`config.mk`:
```
export PLATFORM = sky130hd
export DESIGN_NAME = uart_tx
export DESIGN_NICKNAME = d
export VERILOG_FILES = /design/src/rtl/uart_tx.sv
export SDC_FILE = /design/constraint.sdc
export NUM_CORES = 1
export LEC_CHECK = 0
export BUFFER_PORTS_ARGS = -buffer_cell sky130_fd_sc_hd__buf_2
export CORE_ASPECT_RATIO = 0.9
export CORE_MARGIN = 2
export CORE_UTILIZATION = 30
export DETAILED_ROUTE_END_ITERATION = 7
export PLACE_DENSITY = 0.5
export SYNTH_ARGS = -nofsm -noshare
export SYNTH_HDL_FRONTEND = slang
export SYNTH_SLANG_ARGS = --single-unit
```
`constraint.sdc`:
```
create_clock -name clk -period 3.38 [get_ports clk]
set_clock_uncertainty 0.15 [all_clocks]
set_input_delay 0 -clock clk [delete_from_list [all_inputs] [get_ports clk]]
set_output_delay 0 -clock clk [all_outputs]
set_load 0.05 [all_outputs]
```
`src/rtl/uart_tx.sv`:
```
// UART transmitter: start bit, DBIT data bits LSB first, optional parity bit, then the stop period.
// tx is registered and starts the edge after tx_start is accepted; tx_start is ignored while tx_busy is high.
module uart_tx #(
    parameter int BIT_WIDTH  = 16,
    parameter int DBIT       = 8,
    parameter int SB_TICK    = 16,
    parameter int PARITY_EN  = 0,
    parameter int PARITY_ODD = 0
) (
    input  logic            clk,
    input  logic            rst_n,
    input  logic            s_tick,
    input  logic            tx_start,
    input  logic [DBIT-1:0] tx_din,
    output logic            tx_busy,
    output logic            tx_done,
    output logic            tx
);

    localparam int BW_W = (BIT_WIDTH > 1) ? $clog2(BIT_WIDTH) : 1;
    localparam int SB_W = (SB_TICK > 1) ? $clog2(SB_TICK) : 1;
    localparam int SW   = (BW_W > SB_W) ? BW_W : SB_W;
    localparam int NW   = (DBIT > 1) ? $clog2(DBIT) : 1;
    localparam int B1   = (DBIT > 1) ? 1 : 0;

    localparam logic [SW-1:0] BIT_LAST  = SW'(BIT_WIDTH - 1);
    localparam logic [SW-1:0] STOP_LAST = SW'(SB_TICK - 1);
    localparam logic [NW-1:0] N_LAST    = NW'(DBIT - 1);
    localparam logic          PAR_ON    = (PARITY_EN != 0);
    localparam logic          ODD_BIT   = (PARITY_ODD != 0);

    typedef enum logic [2:0] {
        IDLE   = 3'd0,
        START  = 3'd1,
        DATA   = 3'd2,
        PARITY = 3'd3,
        STOP   = 3'd4
    } state_t;

    state_t          state_q, state_d;
    logic [SW-1:0]   s_cnt_q, s_cnt_d;
    logic [NW-1:0]   n_cnt_q, n_cnt_d;
    logic [DBIT-1:0] b_q, b_d;
    logic            par_q, par_d;
    logic            tx_q, tx_d;
    logic            done_q, done_d;

    always_ff @(posedge clk or negedge rst_n) begin
        if (!rst_n) begin
            state_q <= IDLE;
            s_cnt_q <= '0;
            n_cnt_q <= '0;
            b_q     <= '0;
            par_q   <= 1'b0;
            tx_q    <= 1'b1;
            done_q  <= 1'b0;
        end else begin
            state_q <= state_d;
            s_cnt_q <= s_cnt_d;
            n_cnt_q <= n_cnt_d;
            b_q     <= b_d;
            par_q   <= par_d;
            tx_q    <= tx_d;
            done_q  <= done_d;
        end
    end

    // tx_d carries the level of the bit being entered, so the line changes on the same edge as the state.
    always_comb begin
        state_d = state_q;
        s_cnt_d = s_cnt_q;
        n_cnt_d = n_cnt_q;
        b_d     = b_q;
        par_d   = par_q;
        tx_d    = tx_q;
        done_d  = 1'b0;
        case (state_q)
            IDLE: begin
                tx_d = 1'b1;
                if (tx_start) begin
                    b_d     = tx_din;
                    par_d   = (^tx_din) ^ ODD_BIT;
                    s_cnt_d = '0;
                    state_d = START;
                    tx_d    = 1'b0;
                end
            end
            START: begin
                if (s_tick) begin
                    if (s_cnt_q == BIT_LAST) begin
                        s_cnt_d = '0;
                        n_cnt_d = '0;
                        state_d = DATA;
                        tx_d    = b_q[0];
                    end else begin
                        s_cnt_d = s_cnt_q + SW'(1);
                    end
                end
            end
            DATA: begin
                if (s_tick) begin
                    if (s_cnt_q == BIT_LAST) begin
                        s_cnt_d = '0;
                        b_d     = b_q >> 1;
                        if (n_cnt_q == N_LAST) begin
                            n_cnt_d = '0;
                            if (PAR_ON) begin
                                state_d = PARITY;
                                tx_d    = par_q;
                            end else begin
                                state_d = STOP;
                                tx_d    = 1'b1;
                            end
                        end else begin
                            n_cnt_d = n_cnt_q + NW'(1);
                            tx_d    = b_q[B1];
                        end
                    end else begin
                        s_cnt_d = s_cnt_q + SW'(1);
                    end
                end
            end
            PARITY: begin
                if (s_tick) begin
                    if (s_cnt_q == BIT_LAST) begin
                        s_cnt_d = '0;
                        state_d = STOP;
                        tx_d    = 1'b1;
                    end else begin
                        s_cnt_d = s_cnt_q + SW'(1);
                    end
                end
            end
            STOP: begin
                if (s_tick) begin
                    if (s_cnt_q == STOP_LAST) begin
                        s_cnt_d = '0;
                        state_d = IDLE;
                        done_d  = 1'b1;
                    end else begin
                        s_cnt_d = s_cnt_q + SW'(1);
                    end
                end
            end
            default: begin
                state_d = IDLE;
                s_cnt_d = '0;
                n_cnt_d = '0;
                tx_d    = 1'b1;
            end
        endcase
    end

    assign tx_busy = (state_q != IDLE);
    assign tx_done = done_q;
    assign tx      = tx_q;

endmodule

```
== Word-level counts from Yosys, hierarchy flattened ==
Index checks and enable logic that the tools add are counted.

* Muxes and demuxes: 35
* Reduce and logical (&&, ||, !) cells: 10
* Bitwise gates (word level): 2
* Equal/unequal tests: 17
* $add $sub $neg: 2

{| class="wikitable"
|+ Operators by type and width
! cell !! number
|-
| $mux 3 || 13
|-
| $mux 8 || 3
|-
| $ne 2x2->1 const B || 10
|-
| $pmux 8 s2 || 1
|-
| $pmux 3 s5 || 1
|-
| $mux 4 || 3
|-
| $mux 1 || 11
|-
| $reduce_and 10->1 || 1
|-
| $pmux 3 s3 || 1
|-
| $pmux 4 s2 || 1
|-
| $reduce_and 7->1 || 1
|-
| $eq 3x2->1 const B || 2
|-
| $eq 3x3->1 const B || 2
|-
| $pmux 1 s5 || 1
|-
| $reduce_and 5->1 || 1
|-
| $add 4x1->4 const B || 1
|-
| $eq 4x4->1 const B || 1
|-
| $reduce_and 4->1 || 1
|-
| $reduce_or 4->1 || 1
|-
| $add 3x1->3 const B || 1
|-
| $eq 3x1->1 const B || 1
|-
| $logic_not 3->1 || 1
|-
| $reduce_bool 3->1 || 1
|-
| $reduce_or 3->1 || 1
|-
| 4 further kinds || 5
|}

* Bits in registers: 20

== Depth between registers and ports, before layout ==
Gate-level depths: netlist of run 1.

* Word-level depth: 5
* Gate-level depth with buffers: 7
* Gate-level depth less buffers: 6

== Worst setup path after synthesis of run 1 ==
No wires, ideal clock.

* Path kind: register to register
* From: register state_q[1]
* To: register state_q[0]
* Required time: 3099 ps
* Arrival: 1574 ps
* Stages on the path, launching flop included: 6
* Clock period less this slack: 1855 ps
* Path buffers: 1
* Path slack: 1525 ps
* Library setup time: 131 ps
* Path through: dfrtp_1 -> buf_2 -> or3_1 -> and3_1 -> o21ai_0 -> nand2_1

* Word-level cells in the longest chain between the ends: 3
* Elaborated cells between the ends (all ways): 17

{| class="wikitable"
|+ RTL lines
! what !! RTL line !! RTL
|-
| from (decl) || 40 || <nowiki>state_t state_q, state_d;</nowiki>
|-
| from (signal assigned) || 58 || <nowiki>state_q <= state_d;</nowiki>
|-
| $eq 3x2->1, or another cell as far along || 77 || <nowiki>case (state_q)</nowiki>
|-
| $ne 2x2->1 (no source line) || n/a ||
|-
| $reduce_and 10->1 (no source line) || n/a ||
|}

Several ways; a longest one is shown, not always the timed one.
A chain may end at the register's enable or synchronous reset.

== Worst setup path after layout of run 1 ==
* From: register state_q[0]
* To: register s_cnt_q[3]

* Word-level cells in the longest chain between the ends: 4
* Elaborated cells between the ends (all ways): 10

{| class="wikitable"
|+ RTL lines
! what !! RTL line !! RTL
|-
| $eq 3x3->1, or another cell as far along || 77 ||
|-
| $reduce_or 4->1 (no source line) || n/a ||
|-
| $ne 2x1->1 (no source line) || n/a ||
|-
| $reduce_and 2->1 (no source line) || n/a ||
|-
| to (signal assigned) || 59 || <nowiki>s_cnt_q <= s_cnt_d;</nowiki>
|-
| to (decl) || 41 || <nowiki>logic [SW-1:0] s_cnt_q, s_cnt_d;</nowiki>
|}

Several ways; a longest one is shown, not always the timed one.

==> results of run 1 <==
==> report_power, final <==
group	switching (mW)	internal (mW)
registers	0.0811	0.319
logic	0.181	0.132
clock network	0.0866	0.158
total	0.348	0.609
==> worst paths after layout <==
check | endpoint | slack (ns)
setup / recovery | s_cnt_q[3]$_DFFE_PN0P_ | 1.31
hold / removal | s_cnt_q[1]$_DFFE_PN0P_ | 0.06
setup reg to reg | s_cnt_q[3]$_DFFE_PN0P_ | 1.31
hold reg to reg | b_q[2]$_DFFE_PN0P_ | 0.37
max in group asynchronous | tx$_DFFE_PN1P_ | 2.67
min in group clk | b_q[2]$_DFFE_PN0P_ | 0.37
==> placed cells by master (no fill, tap or decap), types with 2 or more instances in the layout <==
cell type      count
dfrtp_1           19
a21oi_1           15
buf_2             14
o21ai_0           12
dlygate4sd3_1     12
nand2_1           10
inv_1              8
o22ai_1            8
nand3_1            7
nor2_1             4
nor3b_1            4
or3_1              3
ha_1               3
clkbuf_8           3
nand2b_1           2
or4_1              2
==> cell type report <==
type / count / area [um^2] / area share (%)
Tap cell: 44 / 55.05 / 4.037
Clock inverter: 1 / 30.03 / 2.202
Sequential cell: 20 / 501.7 / 36.79
Inverter: 8 / 30.03 / 2.202
Multi-Input combinational cell: 86 / 515.5 / 37.80
Clock buffer: 3 / 41.29 / 3.028
Timing Repair Buffer: 26 / 190.2 / 13.94
==> through the flow <==
stage	std cells	cell area [um^2]
after CTS	188	1364
after floorplan	121	1085
after global routing	188	1364
after detailed placement	172	1172
after global placement	172	1172
final	188	1364
==> flip-flops by register name, summed over array words and instances (netlist names) <==
signal	flops
s_cnt_q	4
tx_done	1
b_q	8
state_q	3
n_cnt_q	3
tx	1
==> per-layer routing <==
metal | GRT usage (%) | up-vias | share of wire (%)
li1 | - | 483 | -
met3 | 3.839 | 2 | 3.3
met4 | 3.499 | 0 | 0.85
met5 | 0 | - | 0
met1 | 19.72 | 448 | 50
met2 | 20.23 | 16 | 46
==> worst max-delay path: cells and delay by family, from the launching register on <==
family           cells  cell delay, ns
AO/OA/AOI/OAI        1            0.33
flip-flops           1            0.58
AND/OR/NAND/NOR      3            0.96
==> logic make-up (layout without fill, tap and decap cells) <==
logic type               after synthesis  in the layout
AND/OR/NAND/NOR                       42             42
AO/OA/AOI/OAI                         39             39
flip-flops                            20             20
buffers and inverters                 15             38
adder cells (fa/ha/maj)                3              3
XOR/XNOR                               1              1
multiplexers                           1              1
==> summary.md, run 1 <==
| Metric | Value |
|---|---|
| Tcrit/Tclk final | 61.33% |
| Synthesis-stage register bit count | 20 |
| Max_cap viols | 0 |
| Clock Sinks | 20 |
| Vias in the first global route | 897 |
| Crit path DAT | 2.13 ns |
| Max-slew headroom | 64.41% |
| Final setup viols | 0 |
| Fmax | 0.4824 GHz |
| Max Slew Vio Count | 0 |
| Power per Cell Area | 702.2 mW/mm^2 |
| Synth Area in Compound Gates | 19.95% |
| Netlist cell types | 34 |
| Bufs on Longest Clock Path | 2 |
| Top area cells in the synthesized netlist | dfrtp_1, a21oi_1, o21ai_0 |
| Via/cell ratio | 5.048 |
| Antenna violations before repair | 0 |
| Static leakage | 0.5995 nW |
| Post-synthesis adder-cell area fraction | 3.460% |
| FF-to-FF path depth | 4 |
| Final ANT Viol Nets | 0 |
| Cells after Synth | 121 |
| Synth Area in Simple Gates | 22.38% |
| Hold Crit Class | in2async |
| Htree depth | 1 |
| CTS Buf Count | 3 |
| Post-synth net total | 136 |
| Initial DRC count | 83 |
| Largest net degree at the start of global routing | 21 |
| Cell chain of the critical path | or2_4 -> a211o_1 -> or4_1 -> nand3_1 |
| Sequential area share after synthesis | 46.25% |
| Dominant cell type by area after synthesis | dfrtp_1 |
| Drt drc | 0 |
| Post-CTS sizing | 0 |
| Crit. Startpoint | state_q[0]$_DFFE_PN0P_ |
| I/O pins | 15 |
| First-pass DRT Iterations | 5 |
| Setup Total Neg Slack | 0 ns |
| Least-Margin Pin Slew | 0.5339 ns |
| Reg clk slew, reported paths | 0.08 ns |
| Number of setup buffers added after CTS | 0 |
| Design Power | 957.7 uW |
| Crit path launch type | flip-flop |
| Final Hold Viols | 0 |
| All-Layer GR Usage | 13.65% |
| CP Capture Type | flip-flop |
| CP max-delay cell | dfrtp_1 |
| CTS tree | done |
| Post-synthesis cell area | 0.001085 mm^2 |
| Nets | 160 |
| RePlAce Congestion | 0.7579 |
| Overflow after GRT | 0 |
| P&R area growth vs syn | 25.72% |
| Layout cells sized above 1 | 15.28% |
| Crit Path Max Fanout | 19 |
| Most frequent cell after synthesis | dfrtp_1 |
| Initial Utilization | 31.64% |
| N_diodes | 0 |
| Final setup margin | 1.307 ns |
| # hold bufs at CTS | 12 |
| Clock latency on the worst-skew pair | 0.26 ns |
| Post-synth EDFFs | 0 |
| Core ar. | 0.003428 mm^2 |
| Routed via count | 949 |
| Tmin final | 2.073 ns |
| Final core utilization | 39.78% |
| Max IR drop VDD | 0.3481 mV |
| Post-place setup slack | 1.316 ns |
| Crit path kind | reg2reg |
| FF-to-FF Start | state_q[0]$_DFFE_PN0P_ |
| Number of port buffers | 14 |
| Die Width | 67.39 um |
| Overall routed net length | 2360 um |
| Fill cells | 349 |
| First-pass GRT wire length | 4181 um |
| Yosys top cell area share | 43.83% |
| Outcome | finished clean |
| Worst path required time | 3.43 ns |
| Avg WL per Cell | 12.55 um |
| Max stage delay on crit path | 0.58 ns |
| Yosys warns | 0 |
| Root buffer cell | clkbuf_8 |
| Syn_area_per_cell | 8.965 um^2 |
| Commonest cells in the netlist | dfrtp_1, a21oi_1, o21ai_0 |
| Unrepaired setup endpoints after global routing | false |
| Ys flop type | dfrtp_1 |
| Ys async rst share | 100.0% |
| Post-synthesis mux area share | 0.9227% |
| Die ar. | 0.004114 mm^2 |
| Hpwl dp | 1635 um |
| Largest family of logic cells by synthesized area | simple AND/OR/NAND/NOR gates |
| Height of the die | 61.05 um |
| Core Rows | 20 |
| Post-Synth XOR/XNOR Area | 0.8074% |
| Hold_ws | 0.06023 ns |
(Power assumes the default switching activity.)
==> run 2, diff against run 1 <==
--- a/config.mk
+++ b/config.mk
@@ -10,7 +10,7 @@
 export CORE_MARGIN = 2
 export CORE_UTILIZATION = 30
 export DETAILED_ROUTE_END_ITERATION = 7
-export PLACE_DENSITY = 0.5
+export PLACE_DENSITY = 0.52
 export SYNTH_ARGS = -nofsm -noshare
 export SYNTH_HDL_FRONTEND = slang
 export SYNTH_SLANG_ARGS = --single-unit
==> constraint.sdc (replaced) <==
create_clock -name clk -period 1.7 [get_ports clk]
set_clock_uncertainty 0.15 [all_clocks]
set_input_delay 0 -clock clk [delete_from_list [all_inputs] [get_ports clk]]
set_output_delay 0 -clock clk [all_outputs]
set_load 0.05 [all_outputs]
==> run 2 against run 1 <==
Net effect: power rose by 130%; register-to-register slack got worse by 1.3 ns; combinational power grew to 3.0 times the previous value; critical path depth grew 2; count of clock-buffer cells in the layout unchanged; non-clock buffer count rose by 20; global-route usage is 0.71 points higher; worst setup slack worse by 1.3 ns; final cell count grew 11%; critical path type unchanged; largest cell class unchanged; largest power group is now combinational cells.
==> summary.md, run 2 (synthesis results as in run 1) <==
| Metric | Value |
|---|---|
| Outcome | finished clean |
| Design Power | 2.174 mW (+130%) |
| Setup Total Neg Slack | 0 ns (unchanged) |
| Commonest cells after routing, fill and taps aside | buf_4, dfrtp_1, a21oi_1, buf_2 |
| Worst path required time | 1.69 ns (-1.74 ns) |
| Initial DRC count | 77 (-7.2%) |
| Crit. Startpoint | s_cnt_q[1]$_DFFE_PN0P_ |
| Tcrit/Tclk final | 97.58% (+36 points) |
| Largest regs | b_q (8), s_cnt_q (4) |
| Post-place setup slack | 0.01465 ns (-1.301 ns) |
| I/O pins | 15 (unchanged) |
| Max Slew Vio Count | 0 (unchanged) |
| Die ar. | 0.004114 mm^2 (unchanged) |
| Multi-input logic area | 593.1 um^2 (+15%) |
| All-Layer GR Usage | 14.36% (+0.71 points) |
| Seq pwr share | 34.4% (-7.4 points) |
| Largest net degree at the start of global routing | 21 (unchanged) |
| Max-slew headroom | 69.56% (+5.2 points) |
| Crit path DAT | 1.64 ns (-0.49 ns) |
| Unrepaired setup endpoints after global routing | true |
| Final setup margin | 0.04116 ns (-1.266 ns) |
| FF-to-FF path depth | 6 (+2) |
| Clock latency on the worst-skew pair | 0.26 ns (about the same) |
| Height of the die | 61.05 um (unchanged) |
| Crit Path Max Fanout | 7 (-12) |
| Antenna violations before repair | 0 (unchanged) |
| Reg2Reg Setup Slack | 0.04 ns (-1.27 ns) |
| First-pass DRT Iterations | 4 (-1) |
| Hpwl dp | 1951 um (+19%) |
| Vias in the first global route | 953 (+6.2%) |
| Static leakage | 0.7058 nW (+18%) |
| Nets | 180 (+13%) |
| Crit path launch type | flip-flop |
| FF-to-FF Start | s_cnt_q[1]$_DFFE_PN0P_ |
| Htree depth | 1 (unchanged) |
| Switching power | 786.1 uW (+130%) |
| Least-Margin Pin Slew | 0.4566 ns (-0.07731 ns) |
| Overflow after GRT | 0 (unchanged) |
| Core Rows | 20 (unchanged) |
| Hold Crit Class | in2reg |
| Overall routed net length | 2784 um (+18%) |
| CTS Buf Count | 3 (unchanged) |
| Drt drc | 0 (unchanged) |
| Largest register by flop count | b_q |
| Sequential cell area | 503.0 um^2 (+0.25%) |
| Bufs on Longest Clock Path | 2 (unchanged) |
| Most common cell after layout, fill and taps aside | buf_4 |
| CTS tree | done |
| Clock power share | 21.9% (-3.7 points) |
| First-pass GRT wire length | 4450 um (+6.4%) |
| Root buffer cell | clkbuf_8 |
| Layout Cells excl Fill | 208 (+11%) |
| Sw Share | 36.16% (-0.20 points) |
| WHS Path Cells | 4 |
| Comb power frac | 43.7% (+11 points) |
| Clock Sinks | 20 (unchanged) |
| P&R area growth vs syn | 46.37% |
| Max_cap viols | 0 (unchanged) |
| Flip-flop count of the largest register after layout | 8 (unchanged) |
| Max IR drop VDD | 0.5291 mV (+52%) |
| Layout cells sized above 1 | 34.76% (+19 points) |
| Initial Utilization | 31.64% (unchanged) |
| Via/cell ratio | 5.077 (+0.58%) |
| Final ANT Viol Nets | 0 (unchanged) |
| Crit path kind | reg2reg |
| Final Hold Viols | 0 (unchanged) |
| Tmin final | 1.659 ns (-0.4142 ns) |
| Int Power | 1.388 mW (+130%) |
| Cells after DPL | 192 (+12%) |
| RePlAce Congestion | 0.7868 (+3.8%) |
| Fmax | 0.6028 GHz (+25%) |
| Fill cells | 321 (-8.0%) |
| N_diodes | 0 (unchanged) |
| Power per Cell Area | 1369 mW/mm^2 (+95%) |
| Number of port buffers | 14 (unchanged) |
| Final setup viols | 0 (unchanged) |
| Core ar. | 0.003428 mm^2 (unchanged) |
| Routed via count | 1,056 (+11%) |
| Reg clk slew, reported paths | 0.08 ns (about the same) |
| Avg WL per Cell | 13.38 um (+6.6%) |
| Die Width | 67.39 um (unchanged) |
| Hold_sp | s_tick |
| CP Capture Type | flip-flop |
run 2: cell types whose count changed in the layout (fill, tap and decap cells not counted), moves of 3 or more:
cell	before	now
o21ai_1	0	3
o22ai_1	8	3
o22ai_2	0	5
o21ai_0	12	9
buf_4	0	22
run 2: metrics by stage:
step	util, %	hold WS [ns]	cell area [um^2]
3_5_place_dp	39.34	-0.1582	1349
3_3_place_gp	39.34	-0.1629	1349
6_report	46.31	0.05629	1588
4_1_cts	44.34	0.04637	1520
2_1_floorplan	-	-0.4456	1117
5_1_grt	46.31	0.07056	1588
run 2: final timing paths:
check | endpoint
setup / recovery | b_q[6]$_DFFE_PN0P_
hold / removal | tx_done$_DFF_PN0_
setup reg to reg | b_q[6]$_DFFE_PN0P_
hold reg to reg | tx$_DFFE_PN1P_
max in group asynchronous | tx$_DFFE_PN1P_
min in group asynchronous | n_cnt_q[2]$_DFFE_PN0P_
run 2: cell type report:
cell class,count,share of cell area [%]
Clock inverter,1,1.891
Clock buffer,3,2.600
Inverter,8,1.891
Multi-Input combinational cell,86,37.35
Tap cell,44,3.467
Timing Repair Buffer,46,21.12
Sequential cell,20,31.68
run 2: critical path, stage by stage, from the launching register on:
cell and delay [ns]:
dfrtp_1 0.41, ha_4 0.16, nand4_4 0.07, or3_1 0.36, buf_4 0.18, o22ai_1 0.15, a21oi_1 0.06
run 2: per-layer routing:
| metal | vias up | global-route usage, % | wire length (um) |
|---|---|---|---|
| met5 | - | 0 | 0 |
| met4 | 0 | 1.749 | 8 |
| met3 | 2 | 3.839 | 85 |
| met2 | 17 | 23.34 | 1341 |
| met1 | 513 | 20.00 | 1348 |
| li1 | 524 | - | - |
run 2: what timing repair did:
item	CTS	global route
endpoints found under the hold margin	29	0
resized for setup	0	16
setup endpoints to repair	0	16
hold buffers	10	0
buffers inserted	0	2
run 2: power by group through the flow:
stage	Combinational (mW)	Clock (mW)	Sequential (mW)
after global routing	1.06	0.505	0.763
after floorplan	0.538	0	0.775
after global placement	0.836	0	0.738
after detailed placement	0.861	0	0.744
after CTS	0.880	0.491	0.736
final	0.949	0.476	0.748
==> run 3, diff against run 2 <==
--- a/config.mk
+++ b/config.mk
@@ -11,6 +11,7 @@
 export CORE_UTILIZATION = 30
 export DETAILED_ROUTE_END_ITERATION = 7
 export PLACE_DENSITY = 0.52
+export RECOVER_POWER = 25
 export SYNTH_ARGS = -nofsm -noshare
 export SYNTH_HDL_FRONTEND = slang
 export SYNTH_SLANG_ARGS = --single-unit
==> run 3 against run 2 <==
Net effect: cell area hardly changed; power hardly changed; clock power hardly changed; sequential cell count stayed put; routed wire length stayed put; first-iteration DRC count stayed put.
==> summary.md, run 3 (synthesis results as in run 1) <==
| Metric | Value |
|---|---|
| Outcome | finished clean |
| Core ar. | 0.003428 mm^2 (unchanged) |
| Max stage delay on crit path | 0.41 ns (about the same) |
| Post-place setup slack | 0.01465 ns (unchanged) |
| Static leakage | 0.7031 nW (-0.39%) |
| Tcrit/Tclk final | 97.58% (unchanged) |
| Htree depth | 1 (unchanged) |
| Worst path required time | 1.69 ns (about the same) |
| Avg WL per Cell | 13.38 um (unchanged) |
| RePlAce Congestion | 0.7868 (unchanged) |
| Fmax | 0.6028 GHz (unchanged) |
| Antenna violations before repair | 0 (unchanged) |
| Layout cells sized above 1 | 34.15% (-0.61 points) |
| Max_cap viols | 0 (unchanged) |
| First-pass GRT wire length | 4450 um (unchanged) |
| Nets | 180 (unchanged) |
| Least-Margin Pin Slew | 1.100 ns (+0.6437 ns) |
| Vias in the first global route | 953 (unchanged) |
| P&R area growth vs syn | 46.25% (about the same) |
| Hold Crit Class | in2reg |
| Flip-flop count of the largest register after layout | 8 (unchanged) |
| Max IR drop VDD | 0.5291 mV (unchanged) |
| Drt drc | 0 (unchanged) |
| CP Capture Type | flip-flop |
| Most common cell after layout, fill and taps aside | buf_4 |
| Clock Sinks | 20 (unchanged) |
| Final setup margin | 0.04116 ns (unchanged) |
| Overflow after GRT | 0 (unchanged) |
| Largest register by flop count | b_q |
| Final core utilization | 46.28% (about the same) |
| CP max-delay cell | dfrtp_1 |
| I/O pins | 15 (unchanged) |
| Max-slew headroom | 26.65% (-43 points) |
| Design Power | 2.174 mW (about the same) |
| Via/cell ratio | 5.077 (unchanged) |
| Power per Cell Area | 1370 mW/mm^2 (about the same) |
| Crit path launch type | flip-flop |
| Final Hold Viols | 0 (unchanged) |
| Routed via count | 1,056 (unchanged) |
| Tmin final | 1.659 ns (unchanged) |
| Overall routed net length | 2784 um (unchanged) |
| Setup Total Neg Slack | 0 ns (unchanged) |
| Top cell family by delay on the critical path | simple AND/OR/NAND/NOR gates |
| Final ANT Viol Nets | 0 (unchanged) |
| Die Width | 67.39 um (unchanged) |
| Crit path kind | reg2reg |
| Crit Path Max Fanout | 7 (unchanged) |
| Clock latency on the worst-skew pair | 0.26 ns (about the same) |
| Unrepaired setup endpoints after global routing | true |
| CTS Buf Count | 3 (unchanged) |
| Height of the die | 61.05 um (unchanged) |
| CTS tree | done |
| Die ar. | 0.004114 mm^2 (unchanged) |
| Placed cell areas | 0.001349 mm^2 (unchanged) |
| WP buf/inv | 1 (unchanged) |
| Initial DRC count | 77 (unchanged) |
| Crit path DAT | 1.64 ns (about the same) |
| Largest net degree at the start of global routing | 21 (unchanged) |
| Final Cell Area | 0.001587 mm^2 (about the same) |
| Final setup viols | 0 (unchanged) |
| Cells after DPL | 192 (unchanged) |
| Hold_ws | 0.05629 ns (unchanged) |
| Largest regs | b_q (8), s_cnt_q (4) |
| Fill cells | 319 (-0.62%) |
| Initial Utilization | 31.64% (unchanged) |
| N_diodes | 0 (unchanged) |
| Number of port buffers | 14 (unchanged) |
| Bufs on Longest Clock Path | 2 (unchanged) |
| Reg clk slew, reported paths | 0.08 ns (about the same) |
| Core Rows | 20 (unchanged) |
| Hpwl dp | 1951 um (unchanged) |
| Cell chain of the critical path | ha_4 -> nand4_4 -> or3_1 -> buf_4 -> o22ai_1 -> a21oi_1 |
| First-pass DRT Iterations | 4 (unchanged) |
| All-Layer GR Usage | 14.36% (unchanged) |
| Layout Cells excl Fill | 208 (unchanged) |
| Commonest cells after routing, fill and taps aside | buf_4, dfrtp_1, a21oi_1, buf_2 |
| Root buffer cell | clkbuf_8 |
| Max Slew Vio Count | 0 (unchanged) |
## run 3: changes by cell type in the layout (fill, tap and decap cells not counted)
cell / change
clkbuf_1: +1
buf_2: -1
## run 3: worst paths after layout
check	start	slack [ns]	cells after the start	to
worst max-delay path	s_cnt_q[1]$_DFFE_PN0P_	0.04	6	b_q[6]$_DFFE_PN0P_
worst min-delay path	s_tick	0.06	4	tx_done$_DFF_PN0_
worst max register to register	s_cnt_q[1]$_DFFE_PN0P_	0.04	6	b_q[6]$_DFFE_PN0P_
max in group asynchronous	rst_n	0.36	2	state_q[2]$_DFFE_PN0P_
worst min register to register	tx$_DFFE_PN1P_	0.36	2	tx$_DFFE_PN1P_
min in group asynchronous	rst_n	0.31	2	n_cnt_q[2]$_DFFE_PN0P_
## run 3: power by group
| part | internal, mW | switching [mW] | leakage, nW | total [mW] |
|---|---|---|---|---|
| Clock | 0.314 | 0.162 | 0.0357 | 0.476 |
| Combinational | 0.437 | 0.512 | 0.433 | 0.949 |
| Sequential | 0.636 | 0.112 | 0.235 | 0.748 |
| Total | 1.39 | 0.786 | 0.703 | 2.17 |
## run 3: final cells by class
cell class | instances | area, um^2 | share of cell area [%]
multi-input cells | 86 | 593.1 | 37.38
flip-flops and latches | 20 | 503.0 | 31.70
repair buffers | 46 | 334.1 | 21.06
well taps | 44 | 55.05 | 3.470
clock buffers | 3 | 41.29 | 2.603
clock inverters | 1 | 30.03 | 1.893
inverters | 8 | 30.03 | 1.893
## run 3: metal layers
metal | GRT usage [%] | vias to the layer above | part of all wire, %
li1 | - | 524 | -
met1 | 20.00 | 513 | 48
met2 | 23.34 | 17 | 48
met3 | 3.839 | 2 | 3.1
met4 | 1.749 | 0 | 0.29
met5 | 0 | - | 0
## run 3: what timing repair did
item | CTS | global route
setup endpoints to repair | 0 | 16
hold buffers | 10 | 0
buffers inserted | 0 | 2
resized for setup | 0 | 16
endpoints found under the hold margin | 29 | 0
## run 3: tightest hold or removal path, stage by stage
cell     delay, ns
buf_2         0.15
nand4_4       0.10
buf_4         0.13
nor2_1        0.05
